File: config.mk
export PLATFORM = sky130hd
export DESIGN_NAME = ladybird_fetch_queue
export DESIGN_NICKNAME = d
export VERILOG_FILES = /design/src/rtl/ladybird_fetch_queue.sv
export SDC_FILE = /design/constraint.sdc
export NUM_CORES = 1
export LEC_CHECK = 0
export CAP_MARGIN = 15
export CORE_MARGIN = 4
export CORE_UTILIZATION = 55
export CTS_BUF_LIST = sky130_fd_sc_hd__clkbuf_4 sky130_fd_sc_hd__clkbuf_8
export DETAILED_ROUTE_END_ITERATION = 8
export MAX_ROUTING_LAYER = met4
export PLACE_DENSITY_LB_ADDON = 0.15
export SLEW_MARGIN = 20
export SYNTH_ARGS = -nofsm -noshare
export SYNTH_HDL_FRONTEND = slang
export SYNTH_SLANG_ARGS = --single-unit
File: constraint.sdc
create_clock -name clk -period 22 [get_ports clk]
set_input_delay 5.5 -clock clk [delete_from_list [all_inputs] [get_ports clk]]
set_output_delay 5.5 -clock clk [all_outputs]
set_load 0.01 [all_outputs]
File: src/rtl/ladybird_fetch_queue.sv
// ladybird_fetch_queue: instruction prefetch queue between the MMU instruction
// port and decode. Issues sequential fetch addresses, tags each returned
// instruction with its PC, buffers up to DEPTH entries, and on a redirect
// flushes everything while counting responses still owed by the MMU so they
// can be discarded when they arrive.
module ladybird_fetch_queue #(
   parameter int XLEN  = 32,
   parameter int DEPTH = 4
) (
   input  logic            clk,
   input  logic            rst,
   input  logic            redirect_valid,
   input  logic [XLEN-1:0] redirect_pc,
   output logic [XLEN-1:0] pc,
   output logic            pc_valid,
   input  logic            pc_ready,
   input  logic [XLEN-1:0] inst,
   input  logic            inst_valid,
   output logic            o_valid,
   input  logic            o_ready,
   output logic [XLEN-1:0] o_pc,
   output logic [XLEN-1:0] o_inst,
   output logic            busy
);
   localparam int PW = $clog2(DEPTH);
   localparam int CW = $clog2(DEPTH + 1);

   logic            running_reg;
   logic [XLEN-1:0] fetch_pc_reg;
   logic [PW-1:0]   head_reg;
   logic [PW-1:0]   fill_reg;
   logic [PW-1:0]   tail_reg;
   logic [CW-1:0]   alloc_cnt_reg;
   logic [CW-1:0]   drop_cnt_reg;

   // Flattened views of the per-entry storage built in the generate loop.
   logic [XLEN-1:0]  entry_pc   [DEPTH];
   logic [XLEN-1:0]  entry_inst [DEPTH];
   logic [DEPTH-1:0] filled;

   logic          issue;
   logic          pop;
   logic          resp_write;
   logic          resp_drop;
   logic [CW:0]   credit_used;
   logic [CW-1:0] filled_cnt;
   logic [CW-1:0] unfilled_cnt;
   logic [CW-1:0] drop_cnt_next;

   // Credit check, handshakes and response routing; a redirect masks everything.
   always_comb begin
      credit_used = {1'b0, alloc_cnt_reg} + {1'b0, drop_cnt_reg};
      pc_valid    = running_reg & ~redirect_valid & (credit_used < (CW+1)'(DEPTH));
      issue       = pc_valid & pc_ready;
      o_valid     = filled[head_reg] & ~redirect_valid;
      pop         = o_valid & o_ready;
      resp_drop   = inst_valid & (drop_cnt_reg != '0);
      resp_write  = inst_valid & (drop_cnt_reg == '0) & ~redirect_valid;
   end

   // Responses still owed after a flush: old debt plus allocated-but-unfilled
   // entries, minus a response that lands in the redirect cycle itself.
   always_comb begin
      filled_cnt = '0;
      for (int i = 0; i < DEPTH; i++) begin
         filled_cnt = filled_cnt + CW'(filled[i]);
      end
      unfilled_cnt  = alloc_cnt_reg - filled_cnt;
      drop_cnt_next = drop_cnt_reg + unfilled_cnt - CW'(inst_valid);
   end

   // Run flag, fetch address, ring pointers and credit counters.
   always_ff @(posedge clk or posedge rst) begin
      if (rst) begin
         running_reg   <= 1'b0;
         fetch_pc_reg  <= '0;
         head_reg      <= '0;
         fill_reg      <= '0;
         tail_reg      <= '0;
         alloc_cnt_reg <= '0;
         drop_cnt_reg  <= '0;
      end else if (redirect_valid) begin
         running_reg   <= 1'b1;
         fetch_pc_reg  <= redirect_pc;
         head_reg      <= '0;
         fill_reg      <= '0;
         tail_reg      <= '0;
         alloc_cnt_reg <= '0;
         drop_cnt_reg  <= drop_cnt_next;
      end else begin
         if (issue) begin
            tail_reg     <= tail_reg + PW'(1);
            fetch_pc_reg <= fetch_pc_reg + XLEN'(4);
         end
         if (resp_write) begin
            fill_reg <= fill_reg + PW'(1);
         end
         if (pop) begin
            head_reg <= head_reg + PW'(1);
         end
         if (resp_drop) begin
            drop_cnt_reg <= drop_cnt_reg - CW'(1);
         end
         alloc_cnt_reg <= alloc_cnt_reg + CW'(issue) - CW'(pop);
      end
   end

   generate
      for (genvar gi = 0; gi < DEPTH; gi++) begin : g_entry
         logic [XLEN-1:0] pc_reg;
         logic [XLEN-1:0] inst_reg;
         logic            filled_reg;

         // Entry gi: takes its PC on issue, its instruction on response, and
         // is released on pop or flush.
         always_ff @(posedge clk or posedge rst) begin
            if (rst) begin
               pc_reg     <= '0;
               inst_reg   <= '0;
               filled_reg <= 1'b0;
            end else if (redirect_valid) begin
               filled_reg <= 1'b0;
            end else begin
               if (issue && (tail_reg == PW'(gi))) begin
                  pc_reg     <= fetch_pc_reg;
                  filled_reg <= 1'b0;
               end
               if (resp_write && (fill_reg == PW'(gi))) begin
                  inst_reg   <= inst;
                  filled_reg <= 1'b1;
               end
               if (pop && (head_reg == PW'(gi))) begin
                  filled_reg <= 1'b0;
               end
            end
         end

         assign entry_pc[gi]   = pc_reg;
         assign entry_inst[gi] = inst_reg;
         assign filled[gi]     = filled_reg;
      end
   endgenerate

   assign pc     = fetch_pc_reg;
   assign o_pc   = entry_pc[head_reg];
   assign o_inst = entry_inst[head_reg];
   assign busy   = running_reg | (alloc_cnt_reg != '0) | (drop_cnt_reg != '0);

endmodule
==> flow_metrics.env <==
export IMPL_slew_headroom=0.310
export IMPL_clockRootBuffer="clkbuf_8"
export IMPL_yosysTopAreaCellShare=0.537
export IMPL_ys_flop_type="dfrtp_1"
export IMPL_p_clk_frac=0.267
export IMPL_cp_end_kind="primary output"
export IMPL_drtPass1Iterations=5
export IMPL_start_kind="primary input"
export IMPL_arrival_ns=7.00
export IMPL_fin_area_um2=17200
export IMPL_synth_edff_count=0
export IMPL_drive_gt1_frac=0.341
export IMPL_synthCells=997
export IMPL_synth_area_top_cells="dfrtp_1, mux2_2, mux4_2, ha_1, nand2_1"
export IMPL_n_antenna_cell=0
export IMPL_swShare=0.286
export IMPL_drc=0
export IMPL_tightest_slew_ns=1.03
export IMPL_grt_antenna_before_repair=0
export IMPL_cts_tree="done"
export IMPL_fin_tns_setup_ns=0
export IMPL_seqPwrFrac=0.424
export IMPL_power_density_nw_per_um2=113
export IMPL_p_int_w=0.00138
export IMPL_drt_wl_total_um=30500
export IMPL_ir_worst_vdd_v=0.0000544
export IMPL_yosysSeqAreaShare=0.537
export IMPL_portBuffers=168
export IMPL_row_count=58
export IMPL_final_common_cell="dfrtp_1"
export IMPL_viasPerCell=5.75
export IMPL_grt_pass1_vias=9289
export IMPL_numCtsBuffers=51
export IMPL_initial_core_util=0.561
export IMPL_grt_pass1_wl_um=50400
export IMPL_post_route_period_util=0.568
export IMPL_setup_viol=0
export IMPL_max_freq_mhz=80.0
export IMPL_synthDistinctLibCells=53
export IMPL_drtIter0Drc=613
export IMPL_fin_nets=1260
export IMPL_fin_skew_ns=0.0135
export IMPL_clockBufferDepth=3
export IMPL_critical_path_class="in2out"
export IMPL_drv_slew=0
export IMPL_cts_resized=0
export IMPL_yosysWarnings=0
export IMPL_clk_pin_slew_ns=0.06
export IMPL_dieArea_um2=28500
export IMPL_syn_to_final_growth_pct=20.8
export IMPL_ant_nets=0
export IMPL_die_height_um=169
export IMPL_worstSkewPairLatency_ns=0.56
export IMPL_power_leakage_nw=7.79
export IMPL_wl_per_cell_um=20.0
export IMPL_grt_max_degree=161
export IMPL_grt_use_total=0.226
export IMPL_placed_area_um2=16100
export IMPL_place_hpwl_um=18900
export IMPL_async_flop_share=1.00
export IMPL_p_switching_w=0.000553
export IMPL_required_ns=16.50
export IMPL_maxCapViolCount=0
export IMPL_ios=169
export IMPL_cts_hold_buf=0
export IMPL_synth_top_area_cell="dfrtp_1"
export IMPL_combinationalPowerShare=0.309
export IMPL_p_total_w=0.00194
export IMPL_hold_violations=0
export IMPL_min_period_ns=12.50
export IMPL_rsz0062_at_grt="false"
export IMPL_dr_total_vias=8782
export IMPL_post_cts_setup_buffers=0
export IMPL_htree_num_levels=2
export IMPL_syn_num_nets=1095
export IMPL_grt_overflow_total=0
export IMPL_synth_seq_cells=305
export IMPL_syn_area_per_cell_um2=14.3
export IMPL_die_w_um=169
export IMPL_final_cell_mix="dfrtp_1, mux2_2, clkdlybuf4s50_1"
export IMPL_clkSinkCount=305
export IMPL_netlist_area_um2=14200
export IMPL_routabilityCongestion=0.767
export IMPL_hold_path_class="reg2reg"
export IMPL_cp_max_fo=68
export IMPL_status="finished clean"
export IMPL_coreArea_um2=25300
-- Yosys cell counts, types with 11 or more instances --
library cell  count
nand2_1          63
nand4_1          13
ha_1             22
mux4_2           65
inv_1            25
o21ai_0          38
dfrtp_1         305
o211ai_1         11
mux2_1           13
nor2_1           19
nand3_1          12
buf_2            27
clkbuf_1         23
mux2_2          229
-- layout make-up --
type	instances	area [um^2]
fillers	1851	8170
flip-flops and latches	305	7640
multi-input cells	601	6140
repair buffers	177	1780
clock buffers	83	1050
well taps	330	413
inverters	26	105
clock inverters	6	30.0
-- cell families after synthesis --
group,Yosys count,synth area share
multiplexers,309,0.296
flip-flops,305,0.537
AND/OR/NAND/NOR,164,0.0610
buffers and inverters,91,0.0305
AO/OA/AOI/OAI,88,0.0398
adder cells (fa/ha/maj),28,0.0278
XOR/XNOR,12,0.00740
-- path summary, 6_finish.rpt --
path                                                  endpoint                              from  cells after the start  slack, ns
max                                                   pc_valid                    redirect_valid                      5       9.50
min                           g_entry[3].pc_reg[4]$_DFFE_PP0P_  g_entry[3].pc_reg[4]$_DFFE_PP0P_                      2       0.48
max reg2reg                         alloc_cnt_reg[2]$_DFF_PP0_           head_reg[0]$_DFFE_PP0P_                     11      18.06
min reg2reg                   g_entry[3].pc_reg[4]$_DFFE_PP0P_  g_entry[3].pc_reg[4]$_DFFE_PP0P_                      2       0.48
max in group asynchronous   g_entry[0].inst_reg[2]$_DFFE_PP0P_                               rst                      3      15.43
min in group asynchronous  g_entry[3].inst_reg[27]$_DFFE_PP0P_                               rst                      2       5.38
-- through the flow --
step / hold WS (ns) / cells / util / worst slack [ns]
2_1_floorplan: 0.443 / 997 / - / 8.07
4_1_cts: 0.482 / 1527 / 0.676 / 9.48
5_1_grt: 0.508 / 1528 / 0.677 / 9.39
6_report: 0.480 / 1528 / 0.677 / 9.50
3_5_place_dp: 0.469 / 1438 / 0.634 / 9.48
3_3_place_gp: 0.458 / 1438 / 0.634 / 9.52
-- worst max-delay path, stage by stage --
cell and delay, ns:
buf_2 0.10, buf_4 0.30, nor3b_1 0.31, and3_1 0.19
clkdlybuf4s50_1 0.56
-- routing by layer --
layer,share of wire,GRT usage
met1,0.45,0.317
met2,0.47,0.342
met3,0.064,0.0495
met4,0.020,0.0579
met5,0,-
-- power by group through the flow --
stage | clock (W) | sequential, W | combinational (W)
6_report | 0.000517 | 0.000821 | 0.000600
3_5_place_dp | 0 | 0.000831 | 0.000606
4_1_cts | 0.000531 | 0.000822 | 0.000608
2_1_floorplan | 0 | 0.000791 | 0.000395
3_3_place_gp | 0 | 0.000823 | 0.000592
5_1_grt | 0.000560 | 0.000843 | 0.000657
Note: power is estimated with default switching activity, not from simulation.
